<file path="config.mk">
export PLATFORM = sky130hd
export DESIGN_NAME = axis_pkt_fifo
export DESIGN_NICKNAME = d
export VERILOG_FILES = /design/src/rtl/axis_pkt_fifo.sv
export SDC_FILE = /design/constraint.sdc
export NUM_CORES = 1
export LEC_CHECK = 0
export CORE_UTILIZATION = 29
export CTS_BUF_LIST = sky130_fd_sc_hd__clkbuf_4 sky130_fd_sc_hd__clkbuf_8 sky130_fd_sc_hd__clkbuf_16
export DETAILED_ROUTE_END_ITERATION = 8
export SYNTH_ARGS = -nofsm -noshare
export SYNTH_HDL_FRONTEND = slang
export SYNTH_SLANG_ARGS = --single-unit
</file>
<file path="constraint.sdc">
create_clock -name clk -period 5.6 [get_ports clk]
set_input_delay 0.56 -clock clk [delete_from_list [all_inputs] [get_ports clk]]
set_output_delay 0.56 -clock clk [all_outputs]
set_load 0.02 [all_outputs]
</file>
<file path="src/rtl/axis_pkt_fifo.sv">
// -----------------------------------------------------------------------------
// axis_pkt_fifo
//
// Synchronous AXI-Stream FIFO with optional store-and-forward packet mode.
// Each entry holds one beat: data, keep, strb, last and user.
//
// Parameters
//   DATA_WIDTH       stream data width, multiple of 8
//   USER_WIDTH       sideband user width, >= 1
//   DEPTH            entry count, power of 2 in 2..4096
//   ALMOST_FULL_TH   almost_full when data_count >= this (1..DEPTH-1)
//   ALMOST_EMPTY_TH  almost_empty when data_count <= this (1..DEPTH-1)
//   PACKET_MODE      0: cut-through; 1: output held until a whole packet
//                    (a beat with last=1) is stored
//
// Ports
//   clk, rst                     single clock, synchronous active-high reset
//   s_axis_* (data/keep/strb/last/user, valid, ready)   write side
//   m_axis_* (data/keep/strb/last/user, valid, ready)   read side
//   data_count                   stored beat count
//   pkt_count                    stored beats with last=1
//   almost_full, almost_empty    threshold flags from registered data_count
//
// Handshake: a beat transfers on a rising edge where valid=1 and ready=1.
// valid never depends on ready, and ready/valid here are functions of
// registered state and rst only, so there is no combinational path from
// m_axis_ready to s_axis_ready or the reverse.
// -----------------------------------------------------------------------------
module axis_pkt_fifo #(
  parameter int DATA_WIDTH      = 32,
  parameter int USER_WIDTH      = 1,
  parameter int DEPTH           = 16,
  parameter int ALMOST_FULL_TH  = DEPTH - 2,
  parameter int ALMOST_EMPTY_TH = 2,
  parameter int PACKET_MODE     = 0
) (
  input  logic                      clk,
  input  logic                      rst,
  input  logic [DATA_WIDTH-1:0]     s_axis_data,
  input  logic [DATA_WIDTH/8-1:0]   s_axis_keep,
  input  logic [DATA_WIDTH/8-1:0]   s_axis_strb,
  input  logic                      s_axis_last,
  input  logic [USER_WIDTH-1:0]     s_axis_user,
  input  logic                      s_axis_valid,
  output logic                      s_axis_ready,
  output logic [DATA_WIDTH-1:0]     m_axis_data,
  output logic [DATA_WIDTH/8-1:0]   m_axis_keep,
  output logic [DATA_WIDTH/8-1:0]   m_axis_strb,
  output logic                      m_axis_last,
  output logic [USER_WIDTH-1:0]     m_axis_user,
  output logic                      m_axis_valid,
  input  logic                      m_axis_ready,
  output logic [$clog2(DEPTH):0]    data_count,
  output logic [$clog2(DEPTH):0]    pkt_count,
  output logic                      almost_full,
  output logic                      almost_empty
);

  localparam int KW = DATA_WIDTH / 8;
  localparam int AW = $clog2(DEPTH);
  localparam int CW = AW + 1;
  localparam int EW = DATA_WIDTH + 2 * KW + 1 + USER_WIDTH;

  localparam logic [CW-1:0] FULL_CNT = CW'(DEPTH);
  localparam logic [CW-1:0] AF_CNT   = CW'(ALMOST_FULL_TH);
  localparam logic [CW-1:0] AE_CNT   = CW'(ALMOST_EMPTY_TH);

  // Storage is not reset: pointers and counts define which entries are live.
  logic [EW-1:0] mem_q [DEPTH];

  logic [AW-1:0] wr_ptr_q, wr_ptr_d;
  logic [AW-1:0] rd_ptr_q, rd_ptr_d;
  logic [CW-1:0] data_count_q, data_count_d;
  logic [CW-1:0] pkt_count_q, pkt_count_d;
  // Set when the FIFO is full of a packet with no last beat stored; lets that
  // oversize packet drain cut-through instead of deadlocking.
  logic          forced_q, forced_d;

  logic [EW-1:0] wr_entry;
  logic [EW-1:0] head_entry;
  logic          head_last;
  logic          out_avail;
  logic          wr_en, rd_en;
  logic          wr_last, rd_last;

  // Entry layout: {data, keep, strb, last, user}; last sits at bit USER_WIDTH.
  assign wr_entry   = {s_axis_data, s_axis_keep, s_axis_strb, s_axis_last, s_axis_user};
  assign head_entry = mem_q[rd_ptr_q];
  assign head_last  = head_entry[USER_WIDTH];

  assign {m_axis_data, m_axis_keep, m_axis_strb, m_axis_last, m_axis_user} = head_entry;

  always_comb begin
    out_avail = (data_count_q != '0);
    if (PACKET_MODE != 0) begin
      out_avail = out_avail && ((pkt_count_q != '0) || forced_q);
    end
  end

  assign s_axis_ready = !rst && (data_count_q < FULL_CNT);
  assign m_axis_valid = !rst && out_avail;

  assign wr_en   = s_axis_valid && s_axis_ready;
  assign rd_en   = m_axis_valid && m_axis_ready;
  assign wr_last = wr_en && s_axis_last;
  assign rd_last = rd_en && head_last;

  always_comb begin
    wr_ptr_d = wr_en ? wr_ptr_q + AW'(1) : wr_ptr_q;
    rd_ptr_d = rd_en ? rd_ptr_q + AW'(1) : rd_ptr_q;

    data_count_d = data_count_q;
    case ({wr_en, rd_en})
      2'b10:   data_count_d = data_count_q + CW'(1);
      2'b01:   data_count_d = data_count_q - CW'(1);
      default: data_count_d = data_count_q;
    endcase

    pkt_count_d = pkt_count_q;
    case ({wr_last, rd_last})
      2'b10:   pkt_count_d = pkt_count_q + CW'(1);
      2'b01:   pkt_count_d = pkt_count_q - CW'(1);
      default: pkt_count_d = pkt_count_q;
    endcase

    // Clear on reading a last beat; setting wins so that a full FIFO left
    // with no last beat after that read still drains.
    forced_d = forced_q;
    if (rd_last) begin
      forced_d = 1'b0;
    end
    if ((PACKET_MODE != 0) && (data_count_d == FULL_CNT) && (pkt_count_d == '0)) begin
      forced_d = 1'b1;
    end
  end

  always_ff @(posedge clk) begin
    if (rst) begin
      wr_ptr_q     <= '0;
      rd_ptr_q     <= '0;
      data_count_q <= '0;
      pkt_count_q  <= '0;
      forced_q     <= 1'b0;
    end else begin
      wr_ptr_q     <= wr_ptr_d;
      rd_ptr_q     <= rd_ptr_d;
      data_count_q <= data_count_d;
      pkt_count_q  <= pkt_count_d;
      forced_q     <= forced_d;
    end
  end

  always_ff @(posedge clk) begin
    if (wr_en) begin
      mem_q[wr_ptr_q] <= wr_entry;
    end
  end

  assign data_count   = data_count_q;
  assign pkt_count    = pkt_count_q;
  assign almost_full  = !rst && (data_count_q >= AF_CNT);
  assign almost_empty = rst || (data_count_q <= AE_CNT);

endmodule

</file>
==> metrics.cfg <==
[route]
via_count=12200
final_antenna_net_count=0
routed_wl_um=55700
wire_per_inst_um=21.7
viasPerCell=4.76
first_pass_iters=5
drc=0
drt_iter0_drc=1039

[placement]
dpl.cell_count=2438
dpl.hpwl_um=32700
place.gp.congestion=0.749
port_buffers=101

[worst_setup_path]
arrival_ps=3680
critical_path.max_fanout=26
endpoint_kind=output pin
r2r-end=pkt_count[4]$_SDFFE_PP0P_
path_class=flop to output pin
reg2reg_depth=9
start_kind=flop
critPathRequiredTime_ps=5040
reg2reg_setup_slack_ps=2030

[global_route]
use_met2=0.193
grt_pass1_wl_um=84100
gr-usage-met3=0.0221
grt-busiest-layer=met2
grt_max_degree=101
grt_pass1_vias=12900
overflow=0
antenna_found_initial=6
met1_usage=0.170
grt_use_total=0.121

[layout]
antenna_cells=0
multi_input_area_mm2=0.00552
final_cell_mix=edfxtp_1 (672), mux4_2 (166), clkdlybuf4s50_1 (101)
stdcell_count=2564
nFillCells=8343
area_growth_pct=18.4
post-route-util=0.347
nNetsFinal=1395
final_common_cell=edfxtp_1
seqCellArea_mm2=0.0206
drive_above_1_share=0.238

[clocking]
clockRootBuffer=clkbuf_16
cts_setup_buffers=0
h-tree-depth=3
post_cts_resized=0
clk_pin_slew_ps=60
hold_buffers=0
cts-buffers-inserted=70
cts_tree=done
cts_sinks=694
insertion_delay_ps=590
clockBufferDepth=3

[power_and_ir_drop]
p_leak_nw=9.51
design_power_total_mw=11.0
powerDensity_mw_per_mm2=352
peakVddDrop_mv=0.192

[sta]
tightest_slew_ps=1190
period_share=0.757
finalHoldViolCount=0
setup_viol=0
finalCriticalPeriod_ps=4240
whs_ps=475
clock.fmax_ghz=0.236
rsz0062_at_grt=no
setup_tns_ps=0
slew_headroom=0.209
slew_violations=0
clock_skew_ps=22.4

[floorplan]
core_area_mm2=0.0900
start_util=0.293
dieArea_mm2=0.0922
die_w_um=304
rows=110
io_pins=102
die_h_um=304

[synthesis]
syn_inst=1190
synth_flop_cell=edfxtp_1
synth_enable_flop_cells=672
yosys_warnings=0
syn_nets=1251
synth_cell_types=34
yosysSeqAreaShare=0.782
synth_seq_cells=694
async_flop_share=0
syn_area_per_cell_um2=22.2
synth_area_mm2=0.0264

[hold_path]
hold_end=rd_ptr_q[3]$_SDFFE_PP0P_
worstHoldStart=rd_ptr_q[3]$_SDFFE_PP0P_
holdPathStages=1
hold_class=flop to flop

[status]
outcome=finished, final reports clean

[run]
maxCapViolations=0

==> worst max path at each step <==
stage | to | startpoint | slack (ps) | cells past startpoint
4_1_cts | m_axis_data[20] | flop | 1200 | 5
3_3_place_gp | mem_q[15][1]$_DFFE_PP_ | rst | 1410 | 5
2_1_floorplan | mem_q[3][0]$_DFFE_PP_ | rst | 820 | 4
3_5_place_dp | mem_q[15][35]$_DFFE_PP_ | rst | 1210 | 5
6_report | m_axis_strb[2] | flop | 1360 | 5
5_1_grt | m_axis_data[21] | flop | 1140 | 5
==> stage by stage <==
step | setup slack [ps] | instance area (um^2)
2_1_floorplan | 818 | 26400
3_3_place_gp | 1410 | 29000
3_5_place_dp | 1210 | 29000
4_1_cts | 1200 | 31200
5_1_grt | 1140 | 31200
6_report | 1360 | 31200
==> cell type report <==
cell class                 instances  share of cell area
sequential                       694               0.660
multi-input combinational        424               0.177
clock buffer                      81              0.0598
tap                             1176              0.0471
timing repair buffer             137              0.0434
clock inverter                    45              0.0117
inverter                           7            0.000841
==> Yosys cell counts, types with 5 or more instances <==
library cell	n	area, um^2
edfxtp_1	672	20200
nand2b_1	7	43.8
dfxtp_1	22	440
buf_6	11	124
ha_1	13	163
a21oi_1	12	60.1
nand2_1	54	203
nand3_1	5	25.0
buf_2	11	55.1
nor2_1	36	135
buf_1	13	48.8
mux4_2	166	3740
inv_1	7	26.3
nor3_1	5	25.0
a22oi_1	82	616
clkbuf_1	29	109
xor2_1	5	43.8
mux2i_1	8	80.1
==> kinds of logic (layout without fill, tap and decap cells) <==
| logic type | after synthesis | after routing | synth area share |
|---|---|---|---|
| buffers and inverters | 72 | 270 | 0.0140 |
| adders and majority gates | 15 | 15 | 0.00768 |
| DFF | 694 | 694 | 0.782 |
| and+or+nand+nor | 119 | 119 | 0.0196 |
| AOI/OAI and AO/OA | 107 | 107 | 0.0292 |
| xor gates and xnor gates | 8 | 8 | 0.00266 |
| muxes | 175 | 175 | 0.145 |
==> power breakdown <==
part	switching (mW)	internal, mW
Sequential	0.0461	5.74
Combinational	0.353	0.336
Clock	1.90	2.63
Total	2.30	8.70
==> worst max-delay path: stages, from the launching register on <==
cell             delay (ps)
dfxtp_1                 730
nor2b_4                 880
buf_4                   400
a22oi_1                 150
nand2_1                 270
clkdlybuf4s50_1         640
==> metal layers <==
metal | wire [um] | vias to the layer above | share of wire
met4 | 833 | 12 | 0.015
li1 | - | 5288 | -
met2 | 26800 | 339 | 0.48
met1 | 24900 | 6494 | 0.45
met5 | 63 | - | 0.0011
met3 | 3110 | 82 | 0.056
==> registers in the layout (all words and copies together) (netlist names), named ones only <==
signal	cells
rd_ptr_q	4
data_count	5
mem_q	672
pkt_count	5
wr_ptr_q	4
No activity file was read; power rests on OpenSTA's default activity.
